## config.mk

```make
export PLATFORM = sky130hd
export DESIGN_NAME = ram_phase_ctrl
export DESIGN_NICKNAME = d
export VERILOG_FILES = /design/src/rtl/ram_phase_pkg.sv /design/src/rtl/ram_phase_ctrl_tx_streamer.sv /design/src/rtl/ram_phase_ctrl.sv
export SDC_FILE = /design/constraint.sdc
export NUM_CORES = 1
export LEC_CHECK = 0
export CORE_ASPECT_RATIO = 1.5
export CORE_MARGIN = 10
export CORE_UTILIZATION = 35
export CTS_BUF_LIST = sky130_fd_sc_hd__clkbuf_8
export CTS_CLUSTER_DIAMETER = 40
export DETAILED_ROUTE_END_ITERATION = 6
export GPL_TIMING_DRIVEN = 0
export PLACE_DENSITY = 0.63
export SYNTH_ARGS = -nofsm -noshare
export SYNTH_HDL_FRONTEND = slang
export SYNTH_SLANG_ARGS = --single-unit
```

## constraint.sdc

```tcl
create_clock -name real_clk -period 2.4 [get_ports real_clk]
set_clock_uncertainty 0.2 [all_clocks]
set_input_delay 0.48 -clock real_clk [delete_from_list [all_inputs] [get_ports real_clk]]
set_output_delay 0.48 -clock real_clk [all_outputs]
set_load 0.01 [all_outputs]
```

## src/rtl/ram_phase_pkg.sv

```systemverilog
// ram_phase_pkg: shared encodings for the image-RAM phase sequencer.
//   state_e : sequencer states (top FSM uses S_RX..S_TXRD/S_DONE, the
//             tx_streamer walks S_TXRD..S_TXBUSY and idles in S_DONE)
//   PH_*    : codes driven on the phase status output
package ram_phase_pkg;

  typedef enum logic [2:0] {
    S_RX, S_PSTART, S_PROC, S_TXRD, S_TXLAT, S_TXSEND, S_TXBUSY, S_DONE
  } state_e;

  localparam logic [1:0] PH_RX   = 2'd0;
  localparam logic [1:0] PH_PROC = 2'd1;
  localparam logic [1:0] PH_TX   = 2'd2;
  localparam logic [1:0] PH_DONE = 2'd3;

endpackage

```

## src/rtl/ram_phase_ctrl_tx_streamer.sv

```systemverilog
// tx_streamer: reads OUT_BYTES bytes from OUT_BASE.. and hands each one to
// uart_tx with a tx_start/tx_busy handshake.
// Optional macro RAM_PHASE_TX_CHECKSUM_EN appends a mod-256 sum byte.
// Ports:
//   clk_i, rst_ni       clock, async active-low reset
//   start_i             one-cycle kick from the top FSM
//   clr_i               clear read counter / checksum for the next frame
//   ram_addr_o          read address (OUT_BASE + rd_cnt, truncated)
//   ram_dout_i          RAM read data, 1-cycle latency
//   tx_start_o, tx_data_o, tx_busy_i   uart_tx handshake
//   done_o              one-cycle pulse: last byte fully handed off
module tx_streamer
  import ram_phase_pkg::*;
#(
  parameter int unsigned ADDR_W    = 16,
  parameter int unsigned OUT_BASE  = 16384,
  parameter int unsigned OUT_BYTES = 4096
) (
  input  logic              clk_i,
  input  logic              rst_ni,
  input  logic              start_i,
  input  logic              clr_i,
  output logic [ADDR_W-1:0] ram_addr_o,
  input  logic [7:0]        ram_dout_i,
  output logic              tx_start_o,
  output logic [7:0]        tx_data_o,
  input  logic              tx_busy_i,
  output logic              done_o
);

  state_e          st_q;
  logic [ADDR_W:0] rd_cnt_q, rd_cnt_inc;
  logic            tx_start_q, guard_q;
  logic [7:0]      tx_data_q;
  logic            send, adv, last_data;

  assign rd_cnt_inc = rd_cnt_q + 1'b1;
  assign last_data  = (rd_cnt_inc == (ADDR_W+1)'(OUT_BYTES));
  assign ram_addr_o = ADDR_W'(OUT_BASE) + rd_cnt_q[ADDR_W-1:0];
  assign send       = (st_q == S_TXSEND) && !tx_busy_i;
  // tx_busy is only trusted from the second cycle after the pulse, so a
  // uart that raises busy a cycle late cannot be mistaken for "finished".
  assign adv        = (st_q == S_TXBUSY) && !tx_start_q && !guard_q && !tx_busy_i;

`ifdef RAM_PHASE_TX_CHECKSUM_EN
  localparam bit CK_EN = 1'b1;
  logic [7:0] sum_q;
  logic       ck_q;   // byte in flight is the checksum, not RAM data
  always_ff @(posedge clk_i or negedge rst_ni) begin
    if (!rst_ni) begin
      sum_q <= '0;
      ck_q  <= 1'b0;
    end else if (clr_i) begin
      sum_q <= '0;
      ck_q  <= 1'b0;
    end else begin
      if (send && !ck_q)              sum_q <= sum_q + ram_dout_i;
      if (adv && last_data && !ck_q)  ck_q  <= 1'b1;
    end
  end
`else
  localparam bit CK_EN = 1'b0;
  logic [7:0] sum_q;
  logic       ck_q;
  assign sum_q = '0;
  assign ck_q  = 1'b0;
`endif

  assign done_o     = adv && (CK_EN ? ck_q : last_data);
  assign tx_start_o = tx_start_q;
  assign tx_data_o  = tx_data_q;

  always_ff @(posedge clk_i or negedge rst_ni) begin
    if (!rst_ni) begin
      st_q       <= S_DONE;
      rd_cnt_q   <= '0;
      tx_start_q <= 1'b0;
      guard_q    <= 1'b0;
      tx_data_q  <= '0;
    end else begin
      tx_start_q <= 1'b0;
      if (clr_i) rd_cnt_q <= '0;
      case (st_q)
        S_TXRD:  st_q <= S_TXLAT;
        S_TXLAT: st_q <= S_TXSEND;
        S_TXSEND: if (send) begin
          tx_data_q  <= ck_q ? sum_q : ram_dout_i;
          tx_start_q <= 1'b1;
          guard_q    <= 1'b1;
          st_q       <= S_TXBUSY;
        end
        S_TXBUSY: begin
          if (!tx_start_q && guard_q) guard_q <= 1'b0;
          if (adv) begin
            if (ck_q) st_q <= S_DONE;
            else begin
              rd_cnt_q <= rd_cnt_inc;
              // checksum byte needs no RAM read: go straight to send
              if (last_data) st_q <= CK_EN ? S_TXSEND : S_DONE;
              else           st_q <= S_TXRD;
            end
          end
        end
        default: if (start_i) st_q <= S_TXRD;
      endcase
    end
  end

endmodule

```

## src/rtl/ram_phase_ctrl.sv

```systemverilog
// ram_phase_ctrl: owns the single-port image RAM for one frame in three
// phases (UART receive -> processor -> UART transmit), all on real_clk.
// Optional macro RAM_PHASE_TX_CHECKSUM_EN (in tx_streamer) appends a sum byte.
// Ports:
//   real_clk, rst_n                      clock, async active-low reset
//   rx_valid, rx_data                    uart_rx byte strobe
//   proc_start, proc_done                processor kick / finish pulses
//   proc_we, proc_addr, proc_din         processor RAM port (PROC only)
//   ram_we, ram_addr, ram_din, ram_dout  single-port RAM
//   tx_start, tx_data, tx_busy           uart_tx handshake
//   restart                              start next frame from DONE
//   phase, frame_done                    status
module ram_phase_ctrl
  import ram_phase_pkg::*;
#(
  parameter int unsigned ADDR_W    = 16,
  parameter int unsigned IN_BYTES  = 16384,
  parameter int unsigned OUT_BASE  = 16384,
  parameter int unsigned OUT_BYTES = 4096
) (
  input  logic              real_clk,
  input  logic              rst_n,
  input  logic              rx_valid,
  input  logic [7:0]        rx_data,
  output logic              proc_start,
  input  logic              proc_done,
  input  logic              proc_we,
  input  logic [ADDR_W-1:0] proc_addr,
  input  logic [7:0]        proc_din,
  output logic              ram_we,
  output logic [ADDR_W-1:0] ram_addr,
  output logic [7:0]        ram_din,
  input  logic [7:0]        ram_dout,
  output logic              tx_start,
  output logic [7:0]        tx_data,
  input  logic              tx_busy,
  input  logic              restart,
  output logic [1:0]        phase,
  output logic              frame_done
);

  // S_TXRD is held for the whole transmit phase; tx_streamer runs the
  // per-byte read/latency/send/busy loop underneath it.
  state_e            state_q;
  logic [ADDR_W:0]   wr_cnt_q;
  logic              ram_we_q, proc_start_q, frame_done_q;
  logic [ADDR_W-1:0] ram_addr_q, tx_addr;
  logic [7:0]        ram_din_q;
  logic              tx_go, tx_clr, tx_done;

  assign tx_go  = (state_q == S_PROC) && proc_done;
  assign tx_clr = (state_q == S_DONE) && restart;

  tx_streamer #(
    .ADDR_W(ADDR_W), .OUT_BASE(OUT_BASE), .OUT_BYTES(OUT_BYTES)
  ) u_tx (
    .clk_i(real_clk), .rst_ni(rst_n), .start_i(tx_go), .clr_i(tx_clr),
    .ram_addr_o(tx_addr), .ram_dout_i(ram_dout),
    .tx_start_o(tx_start), .tx_data_o(tx_data), .tx_busy_i(tx_busy),
    .done_o(tx_done)
  );

  always_ff @(posedge real_clk or negedge rst_n) begin
    if (!rst_n) begin
      state_q      <= S_RX;
      wr_cnt_q     <= '0;
      ram_we_q     <= 1'b0;
      ram_addr_q   <= '0;
      ram_din_q    <= '0;
      proc_start_q <= 1'b0;
      frame_done_q <= 1'b0;
    end else begin
      ram_we_q     <= 1'b0;
      proc_start_q <= 1'b0;
      frame_done_q <= 1'b0;
      case (state_q)
        S_RX: if (rx_valid) begin
          ram_we_q   <= 1'b1;
          ram_addr_q <= wr_cnt_q[ADDR_W-1:0];
          ram_din_q  <= rx_data;
          wr_cnt_q   <= wr_cnt_q + 1'b1;
          // last write is still on the RAM port during S_PSTART
          if (wr_cnt_q == (ADDR_W+1)'(IN_BYTES - 1)) state_q <= S_PSTART;
        end
        S_PSTART: begin
          proc_start_q <= 1'b1;
          state_q      <= S_PROC;
        end
        S_PROC: if (proc_done) state_q <= S_TXRD;
        S_TXRD: if (tx_done) begin
          frame_done_q <= 1'b1;
          state_q      <= S_DONE;
        end
        S_DONE: if (restart) begin
          wr_cnt_q <= '0;
          state_q  <= S_RX;
        end
        default: state_q <= S_RX;
      endcase
    end
  end

  // RAM port ownership by state; only the RX path writes outside S_PROC.
  always_comb begin
    ram_we   = ram_we_q;
    ram_addr = ram_addr_q;
    ram_din  = ram_din_q;
    phase    = PH_RX;
    case (state_q)
      S_PSTART: phase = PH_PROC;
      S_PROC: begin
        phase    = PH_PROC;
        ram_we   = proc_we;
        ram_addr = proc_addr;
        ram_din  = proc_din;
      end
      S_TXRD: begin
        phase    = PH_TX;
        ram_we   = 1'b0;
        ram_addr = tx_addr;
      end
      S_DONE:  phase = PH_DONE;
      default: phase = PH_RX;
    endcase
  end

  assign proc_start = proc_start_q;
  assign frame_done = frame_done_q;

endmodule
```

Word-level counts from Yosys, hierarchy flattened. Index checks and enable logic that the tools add are counted.

Flip-flop bits (word level): 77. Logic and storage cells: 86.

Multiplexer cells: 31. Reductions and logical operators: 22. Equality and inequality tests: 18. Add/subtract/negate cells: 3.

Operator list (count): 17-bit 2-to-1 mux (5); 17-bit by 1-bit adder with 17-bit output (second input constant) (2); 17-bit one-hot mux with 2 select lines (1); 16-bit one-hot mux with 2 select lines (1); 3-bit 2-to-1 mux (9); 17-bit by 13-bit equality test with 1-bit output (second input constant) (1); 17-bit by 14-bit equality test with 1-bit output (second input constant) (1); 15-bit by 16-bit adder with 16-bit output (first input constant) (1); 3-bit one-hot mux with 5 select lines (1); 3-bit equality test (second input constant) (4); 2-bit inequality test (second input constant) (6); 3-bit one-hot mux with 4 select lines (1); 3-bit by 2-bit equality test with 1-bit output (second input constant) (3); 1-bit 2-to-1 mux (9); 3-bit AND reduction (3); 1-bit logical AND (8); 8-bit 2-to-1 mux (1); 2-bit one-hot mux with 3 select lines (1); 5-bit AND reduction (1); 5-bit nonzero test (1); 2-bit by 1-bit inequality test with 1-bit output (second input constant) (2); 1-bit one-hot mux with 2 select lines (2); 2-bit AND reduction (2); 2-bit nonzero test (2); other kinds (4) (6).

Logic depth before layout (Yosys ltp). Gate-level depths: netlist (run 1).

Depth after elaboration: 7. Mapped depth: 8.

Hierarchy. Synthesis (run 1) repeated with hierarchy kept, for this count alone.

Cells, all modules: 474. Area, all modules: 4254.1 µm².

By module, submodules not included: ram_phase_ctrl (seq. area each 1176.1 µm², cells each 280, instances 1, area an instance 2464.9 µm²); tx_streamer (seq. area each 754.5 µm², cells each 194, instances 1, area an instance 1789.2 µm²).

Worst setup path after synthesis (run 1). Ideal clock, no wire load.

Kind: register to output. From: register state_q[2]. To: output port ram_din[0]. Stages on the path, launching flop included: 7. Arrival time: 1.680 ns. Setup slack: 0.040 ns. Buffers on the path: 3. Cells stage by stage: dfrtp_1 -> clkbuf_1 -> nand2b_1 -> clkbuf_1 -> nor2_1 -> buf_1 -> mux2_2.

Word-level cells in the longest chain between the ends: 2.

Ends and longest elaborated chain: from (decl) (RTL line ram_phase_ctrl.sv:44) `state_e state_q;`; from (signal assigned) (RTL line ram_phase_ctrl.sv:65) `state_q <= S_RX;`; from (signal assigned) (RTL line ram_phase_ctrl.sv:83) `if (wr_cnt_q == (ADDR_W+1)'(IN_BYTES - 1)) state_q <= S_PSTART;`; from (signal assigned) (RTL line ram_phase_ctrl.sv:87) `state_q <= S_PROC;`; 3-bit by 2-bit equality test with 1-bit output (RTL line ram_phase_ctrl.sv:109) `case (state_q)`; 8-bit 2-to-1 mux (RTL line ram_phase_ctrl.sv:109); to (decl) (RTL line ram_phase_ctrl.sv:32) `output logic [7:0] ram_din,`.

No other way between the ends.

Worst setup path in the final report (run 1).
From: register state_q[2]. To: output port ram_din[4].

Same word-level chain as after synthesis.

==> results of run 1 <==
[metrics by stage]
step	setup TNS [ns]	instance area (um2)
detailed placement	-39.63	5200
finish	-0.0798	5630
floorplan	0	4150
global placement	-202.29	5180
global route	-0.553	5630
CTS	-0.797	5650
[cell families (layout without fill, tap and decap cells)]
logic type	after synthesis	count (layout)
simple gates	139	139
compound gates	88	88
flops	77	77
mux	58	58
buf+inv	36	152
xor+xnor	18	18
fa+ha+maj	3	3
[cell type report]
class                      instances  area [um2]  share of cell area, %
sequential                        77        1940                   34.4
buffer                            23         161                   2.87
timing repair buffer             108         976                   17.3
clock inverter                     6        55.1                  0.978
multi-input combinational        306        2150                   38.2
inverter                           5        22.5                  0.400
clock buffer                      10         138                   2.44
tap                              150         188                   3.33
[cells in the final DEF, fill, tap and decap left out, types with 3 or more instances in the layout]
master and count:
or3_1 6, buf_6 15, mux2_4 8, o31ai_1 5
and3_1 8, nand3_1 12, dfrtp_2 7, clkbuf_8 11
inv_1 6, and4_1 3, clkbuf_2 22, nor2_1 33
buf_2 4, clkbuf_4 4, nand3b_1 3, dfrtp_1 67
and2_1 5, nand2_1 38, dfstp_2 3, mux2i_1 13
clkdlybuf4s50_1 56, xor2_1 9, mux2i_2 4, nor3_1 4
mux2_2 33, xnor2_1 9, clkbuf_1 5, o21ai_1 8
buf_4 19, a31oi_1 4, ha_1 3, nand4_1 13
a21oi_1 12, nor2b_1 3, o21ai_0 43
[path summary, 6_finish.rpt]
check                                                 from                         end  slack, ns
worst max-delay path                state_q[2]$_DFFE_PN0P_                  ram_din[4]      -0.04
worst min-delay path             ram_addr_q[6]$_DFFE_PN0P_   ram_addr_q[6]$_DFFE_PN0P_       0.31
worst max register to register  u_tx.rd_cnt_q[5]$_DFF_PN0_        frame_done$_DFF_PN0_       0.08
worst min register to register   ram_addr_q[6]$_DFFE_PN0P_   ram_addr_q[6]$_DFFE_PN0P_       0.31
max in group asynchronous                            rst_n    u_tx.st_q[1]$_DFFE_PN1P_       0.91
min in group asynchronous                            rst_n  ram_addr_q[11]$_DFFE_PN0P_       0.44
[worst max-delay path: stages (launching register included)]
cell and delay [ns]:
dfrtp_2 0.41, nand2b_4 0.19, nor2_4 0.12, buf_6 0.14, buf_4 0.12, mux2_4 0.30, buf_6 0.12
[sequential cells by signal, summed over array words and instances, names as in the netlist, 3 cells and up]
name and flops:
u_tx.tx_data_o 8, ram_din_q 8, ram_addr_q 16, state_q 3, wr_cnt_q 17, u_tx.rd_cnt_q 17
u_tx.st_q 3
[per-layer routing]
metal / GRT usage [%] / wire length, um / share of wire, %
met5: 0 / 0 / 0
met4: 5.80 / 206 / 1.7
met1: 16.8 / 4810 / 39
met3: 2.74 / 467 / 3.8
met2: 26.7 / 6820 / 55
[power breakdown]
part | total, W | switching (W) | internal (W)
Sequential | 0.00167 | 0.000177 | 0.00150
Clock | 0.000978 | 0.000480 | 0.000498
Combinational | 0.00102 | 0.000500 | 0.000517
Total | 0.00367 | 0.00116 | 0.00251
[repair_timing]
action,4_1_cts,5_1_grt
pin swaps,2,2
setup buffers,14,8
cloned,2,0
hold buffers,1,0
setup endpoints to repair,47,73
hold endpoints to repair,34,0
gates resized for setup,116,66
==> out/metrics.csv, run 1 <==
stage,metric,value,unit
run_status,status,finished with violations,
run_status,violated checks,negative setup slack,
logic_synthesis,"Primary FF master, synth",dfrtp_1,
logic_synthesis,Async SR Flop Fraction,100,%
logic_synthesis,post-synthesis mux area share,15.2,%
logic_synthesis,"Seq/Total Area, Yosys",46.5,%
final_layout,fraction of layout cells with a size suffix above 1,27.7,%
worst_hold_path,Hold Crit Depth,1,
global_route,largest net degree at the start of global routing,42,
global_route,first-pass GRT wire length,19.6,mm
routing,first-pass iteration count of the detailed router,4,
final_layout,fin util,48.6,%
sta,Final Max Tran Viols,0,
routing,Detailed Route WL,12.3,mm
logic_synthesis,"area leader, netlist",dfrtp_1,
cts,CTS max path bufs,2,
die,Initial Util,35.8,%
final_layout,ANT cells,0,
cts,clock root cell,clkbuf_8,
die,die width,109,um
routing,Remaining DRCs,0,
logic_synthesis,largest family of logic cells by synthesized area,simple AND/OR/NAND/NOR gates,
logic_synthesis,synthesized cell area,4150,um2
global_route,gr ovfl total,0,
setup_path,crit path max fanout,7,
cts,Worst-path clk slew,0.08,ns
final_layout,Final Non-Filler Cells,685,
cts,worst skew pair latency,0.36,ns
setup_path,Worst Setup Start Kind,register,
logic_synthesis,top cell type's share of synthesized area,44.6,%
global_route,Total GRT Usage,15.0,%
sta,period utilization,101,%
power,VDD IR-drop max,0.298,mV
power,Final Total Pwr,0.00367,W
die,I/O pin count,85,
logic_synthesis,"count leader, synth",dfrtp_1,
placement,IO buf count,84,
placement,DP Wirelength,9.07,mm
logic_synthesis,"Avg Cell Area, Syn",9.91,um2
setup_path,critical path capture point type,primary output,
logic_synthesis,adder-cell share of the synthesized area,0.904,%
cts,TritonCTS clock tree,yes,
sta,Hold Fails Final Rpt,0,
logic_synthesis,Post-Synth Simple-Gate Area,17.2,%
setup_path,kind of critical path,reg -> out,
placement,pre-CTS setup slack,-0.796,ns
routing,Iter 0 DRT Violations,138,
logic_synthesis,number of synthesized register bits,77,
logic_synthesis,yosys warns,0,
die,CORE AREA,11600,um2
logic_synthesis,Cell variety after synth,49,
setup_path,CP arrival,1.76,ns
die,die height,153,um
sta,Final setup viols,4,
logic_synthesis,post-synthesis xor/xnor area fraction,3.80,%
die,Rows,48,
logic_synthesis,top post-synthesis cells by area,"dfrtp_1 45%, mux2_2 11%, o21ai_0 6.0%",
logic_synthesis,Post-synth EDFFs,0,
logic_synthesis,Syn Nets,469,
global_route,vias in the first global route,3507,
sta,final setup margin,-0.0355,ns
global_route,antenna violations before repair,0,
final_layout,nets,580,
logic_synthesis,Compound-Gate Fraction of Synth Area,12.7,%
cts,htree depth,3,
sta,RSZ-0062 raised after global routing,yes,
sta,Max Fclk,0.411,GHz
routing,routed vias/inst,5.23,
flow_run,MaxCap Viol Count,0,
die,die area,16700,um2
logic_synthesis,Post-synth top cells,"74 x dfrtp_1, 50 x o21ai_0, 41 x mux2_2, 38 x nand2_1, 35 x nor2_1",
worst_hold_path,Worst Hold Class,reg -> reg,
power,Leak Pwr,2.54,nW
final_layout,Filler Cells Inserted,1064,
routing,DR vias,3584,
sta,WHS,0.310,ns
setup_path,Worst EP required,1.72,ns
logic_synthesis,Post-Synthesis Cells,419,
sta,post-layout min period,2.44,ns
routing,Wirelength per Cell,18.0,um
placement,dpl cells,654,
routing,Detail Route Antenna Nets,0,
sta,Slew HR,54.1,%
power,Pwr per Cell Area,651,nW/um2
placement,GPL Wtd Cong,0.869,
cts,Clock Sinks,77,
cts,number of CTS-inserted buffers,9,
setup_path,Reg2Reg Depth,6,
final_layout,"Area growth, synth to finish",35.7,%
sta,Worst Tran Pin Value,0.686,ns
(Power assumes the default switching activity.)
==> run 2, diff against run 1 <==
--- a/config.mk
+++ b/config.mk
@@ -6,13 +6,14 @@
 export NUM_CORES = 1
 export LEC_CHECK = 0
 export CORE_ASPECT_RATIO = 1.5
-export CORE_MARGIN = 10
+export CORE_MARGIN = 5
 export CORE_UTILIZATION = 35
 export CTS_BUF_LIST = sky130_fd_sc_hd__clkbuf_8
 export CTS_CLUSTER_DIAMETER = 40
 export DETAILED_ROUTE_END_ITERATION = 6
 export GPL_TIMING_DRIVEN = 0
 export PLACE_DENSITY = 0.63
+export SLEW_MARGIN = 10
 export SYNTH_ARGS = -nofsm -noshare
 export SYNTH_HDL_FRONTEND = slang
 export SYNTH_SLANG_ARGS = --single-unit
==> run 2 against run 1 <==
Against the previous run: the flow still finishes with violations (negative setup slack); largest power group unchanged; combinational power barely moved; highest routed layer unchanged; power up 0.16%; count of clock-buffer cells in the layout fell by 1; first-iteration DRC count is 8.7% higher; clock power down 3.2%; via count up 2.0%; sequential power barely moved; sequential cell count did not move; register-to-register slack gained 0.03 ns; utilization rose by 1.3 points; non-clock buffer count rose by 4; worst hold slack improved by 0.0024 ns; largest cell class unchanged.
==> out/metrics.csv, run 2 (synthesis results as in run 1) <==
stage,metric,value,unit,change
final_layout,"Area growth, synth to finish",39.2,%,
setup_path,Worst EP required,1.72,ns,about the same
placement,dpl cells,654,,unchanged
cts,Worst-path clk slew,0.08,ns,about the same
routing,routed vias/inst,5.30,,+1.4%
worst_hold_path,Worst Hold Class,reg -> reg,,
cts,htree depth,3,,unchanged
routing,Iter 0 DRT Violations,150,,+8.7%
final_layout,Filler Cells Inserted,1087,,+2.2%
sta,post-layout min period,2.50,ns,+0.0624 ns
setup_path,Worst Setup Start Kind,register,,
placement,GPL Wtd Cong,0.869,,about the same
placement,IO buf count,84,,unchanged
power,Sw Share,31.6,%,+0.062 points
die,die height,143,um,-6.5%
die,CORE AREA,11600,um2,unchanged
sta,WHS,0.313,ns,+0.00245 ns
sta,RSZ-0062 raised after global routing,yes,,
global_route,antenna violations before repair,0,,unchanged
global_route,Total GRT Usage,17.3,%,+2.4 points
setup_path,"Slowest-stage cell, CP",dfrtp_2,,
flow_run,MaxCap Viol Count,0,,unchanged
die,die width,98.9,um,-9.2%
power,Clock power frac,25.8,%,-0.9 points
final_layout,post-layout instance area,5780,um2,+2.6%
final_layout,"most common cell after layout, fill and taps aside",dfrtp_1,,
power,design internal power,0.00251,W,about the same
setup_path,worst path cell trace,nand2b_4 -> nor2_4 -> buf_6 -> buf_6 -> buf_4 -> mux2_4 -> buf_6,,
sta,Final setup viols,7,,+3
power,Pwr per Cell Area,636,nW/um2,-2.4%
die,Initial Util,35.8,%,unchanged
die,Rows,48,,unchanged
power,VDD IR-drop max,0.342,mV,+15%
global_route,vias in the first global route,3815,,+8.8%
routing,Detail Route Antenna Nets,0,,unchanged
sta,Max Fclk,0.400,GHz,-2.5%
placement,DP Wirelength,8.71,mm,-4.0%
final_layout,most frequent cells in the layout,"67 x dfrtp_1, 56 x clkdlybuf4s50_1, 43 x o21ai_0",,
die,I/O pin count,85,,unchanged
cts,worst skew pair latency,0.36,ns,about the same
sta,period utilization,104,%,+2.6 points
routing,Wirelength per Cell,17.3,um,-3.6%
die,die area,14200,um2,-15%
routing,first-pass iteration count of the detailed router,4,,unchanged
cts,number of CTS-inserted buffers,9,,unchanged
run_status,violated checks,negative setup slack,,
cts,clock root cell,clkbuf_8,,
run_status,status,finished with violations,,
sta,Slew HR,55.4,%,+1.3 points
routing,Detailed Route WL,11.9,mm,-3.1%
cts,TritonCTS clock tree,yes,,
sta,final setup margin,-0.0979,ns,-0.0624 ns
power,sw power,0.00116,W,+0.36%
sta,Hold Fails Final Rpt,0,,unchanged
setup_path,crit path max fanout,7,,unchanged
global_route,gr ovfl total,0,,unchanged
final_layout,nets,584,,+0.69%
setup_path,"Largest stage delay, worst path",0.41,ns,about the same
power,Leak Pwr,2.59,nW,+1.7%
final_layout,fraction of layout cells with a size suffix above 1,28.0,%,+0.35 points
setup_path,Buffers & Inverters on Critical Path,4,,+1
setup_path,CP arrival,1.82,ns,+0.06 ns
setup_path,Top Family by Delay on Critical Path,buffers and inverters,,
global_route,largest net degree at the start of global routing,41,,-2.4%
global_route,first-pass GRT wire length,19.3,mm,-1.6%
setup_path,kind of critical path,reg -> out,,
sta,Worst Tran Pin Value,0.667,ns,-0.0191 ns
routing,DR vias,3655,,+2.0%
routing,Remaining DRCs,0,,unchanged
final_layout,Final Non-Filler Cells,689,,+0.58%
final_layout,biggest regs,"u_tx.rd_cnt_q: 17 flops, wr_cnt_q: 17 flops, ram_addr_q: 16 flops",,
final_layout,ANT cells,0,,unchanged
power,Logic pwr share,28.6,%,+0.9 points
placement,placed cell area,5200,um2,unchanged
sta,Final Max Tran Viols,0,,unchanged
cts,CTS max path bufs,2,,unchanged
power,Sequential Power Share,45.6,%,about the same
setup_path,"most used cell, CP",buf_6,,
cts,Clock Sinks,77,,unchanged
setup_path,critical path capture point type,primary output,,
[run 2: changes by cell type in the layout (fill, tap and decap cells not counted), sizes merged]
cell	previous run	this run
clkinv	2	3
dlygate4sd1	0	1
clkinvlp	2	1
clkdlybuf4s15	1	6
buf	40	45
clkbuf	42	31
inv	6	7
dlygate4sd2	0	3
[run 2: per-layer routing]
metal / GRT usage, % / vias up / wire [um]
met4: 8.06 / 0 / 348
met1: 20.4 / 1818 / 4780
met3: 2.77 / 26 / 371
li1: - / 1734 / -
met2: 30.7 / 77 / 6430
met5: 0 / - / 0
[run 2: final timing paths]
check | from | to | slack (ns) | depth (start not counted)
setup reg to reg | u_tx.rd_cnt_q[5]$_DFF_PN0_ | u_tx.st_q[2]$_DFFE_PN1P_ | 0.11 | 6
hold reg to reg | u_tx.tx_data_o[1]$_DFFE_PN0P_ | u_tx.tx_data_o[1]$_DFFE_PN0P_ | 0.31 | 1
setup / recovery | state_q[2]$_DFFE_PN0P_ | ram_din[4] | -0.1 | 7
max in group asynchronous | rst_n | u_tx.st_q[1]$_DFFE_PN1P_ | 0.90 | 3
hold / removal | u_tx.tx_data_o[1]$_DFFE_PN0P_ | u_tx.tx_data_o[1]$_DFFE_PN0P_ | 0.31 | 1
min in group asynchronous | rst_n | ram_addr_q[11]$_DFFE_PN0P_ | 0.44 | 2
[run 2: stage by stage]
step                setup slack [ns]  power (W)  util, %  setup TNS, ns
finish                       -0.0979    0.00367     49.8         -0.450
global placement               -2.19    0.00269     44.7        -204.36
detailed placement            -0.798    0.00272     44.8         -40.51
floorplan                     0.0404    0.00216        -              0
global route                  -0.199    0.00390     49.8          -1.35
CTS                           -0.178    0.00365     48.6          -1.02
[run 2: final cells by class]
type | instances | area (um2) | share of cell area, %
Multi-Input combinational cell | 306 | 2220 | 38.4
Clock buffer | 9 | 124 | 2.14
Timing Repair Buffer | 113 | 1070 | 18.5
Tap cell | 150 | 188 | 3.25
Buffer | 22 | 153 | 2.64
Sequential cell | 77 | 1940 | 33.6
Inverter | 5 | 22.5 | 0.390
Clock inverter | 7 | 60.1 | 1.04
[run 2: worst reg2reg max path, cell delays in order, from the launching register on]
cell and delay [ns]:
dfrtp_2 0.45, and4_4 0.30, nand4_4 0.11, or4b_4 0.52, a2111oi_4 0.39, nand3_1 0.12, o21ai_1 0.15
[run 2: power groups by stage]
| stage | logic (W) | clock network (W) | registers (W) |
|---|---|---|---|
| detailed placement | 0.00105 | 0 | 0.00167 |
| global placement | 0.00103 | 0 | 0.00166 |
| CTS | 0.00102 | 0.000974 | 0.00165 |
| floorplan | 0.000492 | 0 | 0.00166 |
| global route | 0.00116 | 0.00104 | 0.00171 |
| finish | 0.00105 | 0.000947 | 0.00168 |
[run 2: what timing repair did]
action,in CTS,in global routing
hold buffers,1,0
endpoints found under the hold margin,37,0
cloned,0,1
pin swaps,2,4
buffers inserted,19,10
endpoints found under the setup margin,59,56
resized for setup,105,67
==> run 3, diff against run 2 <==
--- a/config.mk
+++ b/config.mk
@@ -12,7 +12,9 @@
 export CTS_CLUSTER_DIAMETER = 40
 export DETAILED_ROUTE_END_ITERATION = 6
 export GPL_TIMING_DRIVEN = 0
+export MAX_ROUTING_LAYER = met4
 export PLACE_DENSITY = 0.63
+export SKIP_LAST_GASP = 1
 export SLEW_MARGIN = 10
 export SYNTH_ARGS = -nofsm -noshare
 export SYNTH_HDL_FRONTEND = slang
==> run 3 against run 2 <==
Against the previous run: the flow still finishes with violations (negative setup slack); sequential cell count is the same; die area is the same; non-clock buffer count grew 1; sequential power is essentially flat; critical path type unchanged; highest routed layer unchanged.
==> out/metrics.csv, run 3 (synthesis results as in run 1) <==
stage,metric,value,unit,change
placement,IO buf count,84,,unchanged
setup_path,"most used cell, CP",buf_6,,
setup_path,Reg2Reg Depth,6,,unchanged
cts,TritonCTS clock tree,yes,,
die,I/O pin count,85,,unchanged
power,Logic pwr share,28.3,%,-0.3 points
routing,Wirelength per Cell,17.3,um,+0.11%
die,die height,143,um,unchanged
global_route,Total GRT Usage,17.9,%,+0.54 points
die,die width,98.9,um,unchanged
flow_run,MaxCap Viol Count,0,,unchanged
final_layout,"Area growth, synth to finish",39.0,%,
final_layout,fraction of layout cells with a size suffix above 1,27.2,%,-0.79 points
global_route,vias in the first global route,3818,,+0.079%
global_route,largest net degree at the start of global routing,41,,unchanged
cts,Worst-path clk slew,0.08,ns,about the same
routing,Iter 0 DRT Violations,145,,-3.3%
sta,Slew HR,55.4,%,about the same
sta,Worst Tran Pin Value,0.667,ns,+0.0000120 ns
setup_path,kind of critical path,reg -> out,,
power,design internal power,0.00251,W,-0.29%
power,Clock power frac,26.0,%,+0.2 points
final_layout,ANT cells,0,,unchanged
routing,DR vias,3638,,-0.47%
global_route,first-pass GRT wire length,19.3,mm,+0.21%
routing,routed vias/inst,5.27,,-0.61%
die,Initial Util,35.8,%,unchanged
power,Leak Pwr,2.63,nW,+1.7%
setup_path,Worst R2R Start,u_tx.rd_cnt_q[6]$_DFF_PN0_,,
placement,GPL Wtd Cong,0.883,,+1.6%
setup_path,critical path capture point type,primary output,,
final_layout,fin util,49.8,%,-0.054 points
power,Sequential Power Share,45.7,%,about the same
sta,RSZ-0062 raised after global routing,yes,,
run_status,violated checks,negative setup slack,,
setup_path,"Largest stage delay, worst path",0.44,ns,+0.03 ns
routing,Detail Route Antenna Nets,0,,unchanged
final_layout,most frequent cells in the layout,"66 x dfrtp_1, 56 x clkdlybuf4s50_1, 44 x o21ai_0",,
run_status,status,finished with violations,,
routing,Remaining DRCs,0,,unchanged
setup_path,worst path cell trace,buf_4 -> nor2_4 -> buf_6 -> buf_6 -> buf_4 -> mux2_4 -> buf_6,,
sta,Max Fclk,0.398,GHz,-0.47%
final_layout,biggest regs,"u_tx.rd_cnt_q: 17 flops, wr_cnt_q: 17 flops, ram_addr_q: 16 flops",,
final_layout,Filler Cells Inserted,1085,,-0.18%
sta,final setup margin,-0.110,ns,-0.0118 ns
sta,Final setup viols,11,,+4
sta,setup_tns,-0.603,ns,-0.152 ns
sta,WHS,0.312,ns,-0.000447 ns
setup_path,crit path max fanout,5,,-2
cts,worst skew pair latency,0.36,ns,about the same
setup_path,Critical Path Start,state_q[0]$_DFFE_PN0P_,,
sta,post-layout min period,2.51,ns,+0.0118 ns
placement,DP Wirelength,8.71,mm,unchanged
setup_path,Worst Setup Start Kind,register,,
cts,number of CTS-inserted buffers,9,,unchanged
setup_path,Worst EP required,1.72,ns,about the same
final_layout,"most common cell after layout, fill and taps aside",dfrtp_1,,
die,die area,14200,um2,unchanged
setup_path,r2r endpoint,u_tx.st_q[2]$_DFFE_PN1P_,,
setup_path,worst reg2reg setup slack,0.11,ns,about the same
power,sw power,0.00117,W,+0.29%
setup_path,Top Family by Delay on Critical Path,buffers and inverters,,
setup_path,"Slowest-stage cell, CP",dfrtp_2,,
power,VDD IR-drop max,0.346,mV,+1.0%
power,Pwr per Cell Area,636,nW/um2,about the same
cts,clock root cell,clkbuf_8,,
sta,period utilization,105,%,+0.49 points
power,Sw Share,31.7,%,+0.12 points
sta,Hold Fails Final Rpt,0,,unchanged
setup_path,Buffers & Inverters on Critical Path,5,,+1
global_route,antenna violations before repair,0,,unchanged
final_layout,nets,585,,+0.17%
sta,Final Max Tran Viols,0,,unchanged
worst_hold_path,Worst Hold Class,reg -> reg,,
cts,htree depth,3,,unchanged
setup_path,CP Capture Point,ram_din[4],,
setup_path,CP Depth,7,,unchanged
cts,Clock Sinks,77,,unchanged
die,CORE AREA,11600,um2,unchanged
cts,CTS max path bufs,2,,unchanged
setup_path,CP arrival,1.83,ns,about the same
routing,Detailed Route WL,12.0,mm,+0.26%
die,Rows,48,,unchanged
routing,first-pass iteration count of the detailed router,4,,unchanged
global_route,gr ovfl total,0,,unchanged
[run 3: through the flow]
stage	cells	setup WS, ns	total power (W)	cell area [um2]
global route	690	-0.203	0.00390	5770
global placement	653	-2.19	0.00269	5180
floorplan	419	0.0404	0.00216	4150
finish	690	-0.110	0.00367	5770
detailed placement	654	-0.798	0.00272	5200
CTS	685	-0.189	0.00365	5610
[run 3: metal layers]
metal	vias up	part of all wire (%)	track usage [%]
met5	-	0	-
met4	0	2.9	8.27
met3	23	2.4	2.38
met2	63	53	30.7
met1	1814	41	20.6
li1	1738	-	-
[run 3: worst min-delay path by stage]
stage | start | end | slack, ns | cells after the start
floorplan | rst_n | frame_done$_DFF_PN0_ | -0.02 | 0
global placement | ram_din_q[3]$_DFFE_PN0P_ | ram_din_q[3]$_DFFE_PN0P_ | 0.29 | 1
detailed placement | ram_addr_q[12]$_DFFE_PN0P_ | ram_addr_q[12]$_DFFE_PN0P_ | 0.30 | 1
CTS | ram_addr_q[12]$_DFFE_PN0P_ | ram_addr_q[12]$_DFFE_PN0P_ | 0.31 | 1
global route | ram_din_q[3]$_DFFE_PN0P_ | ram_din_q[3]$_DFFE_PN0P_ | 0.33 | 1
finish | u_tx.tx_data_o[1]$_DFFE_PN0P_ | u_tx.tx_data_o[1]$_DFFE_PN0P_ | 0.31 | 1
[run 3: area by class of cell]
type / instances / area, um2 / share of cell area (%)
Clock inverter: 7 / 60.1 / 1.04
Tap cell: 150 / 188 / 3.25
Timing Repair Buffer: 114 / 1090 / 18.9
Buffer: 22 / 156 / 2.71
Sequential cell: 77 / 1940 / 33.6
Clock buffer: 9 / 124 / 2.15
Multi-Input combinational cell: 306 / 2190 / 37.9
Inverter: 5 / 22.5 / 0.390
[run 3: repair_timing]
action	in CTS	in global routing
setup endpoints to repair	59	55
gates cloned	0	2
pin swaps	2	4
setup buffers	19	10
gates resized for setup	100	54
hold buffers	1	0
endpoints found under the hold margin	37	0
[run 3: power groups by stage]
stage          registers [W]  clock network [W]  logic (W)
3_3_place_gp         0.00166                  0    0.00103
2_1_floorplan        0.00166                  0   0.000492
5_1_grt              0.00171            0.00104    0.00115
3_5_place_dp         0.00167                  0    0.00105
4_1_cts              0.00165           0.000974    0.00102
6_report             0.00168           0.000955    0.00104
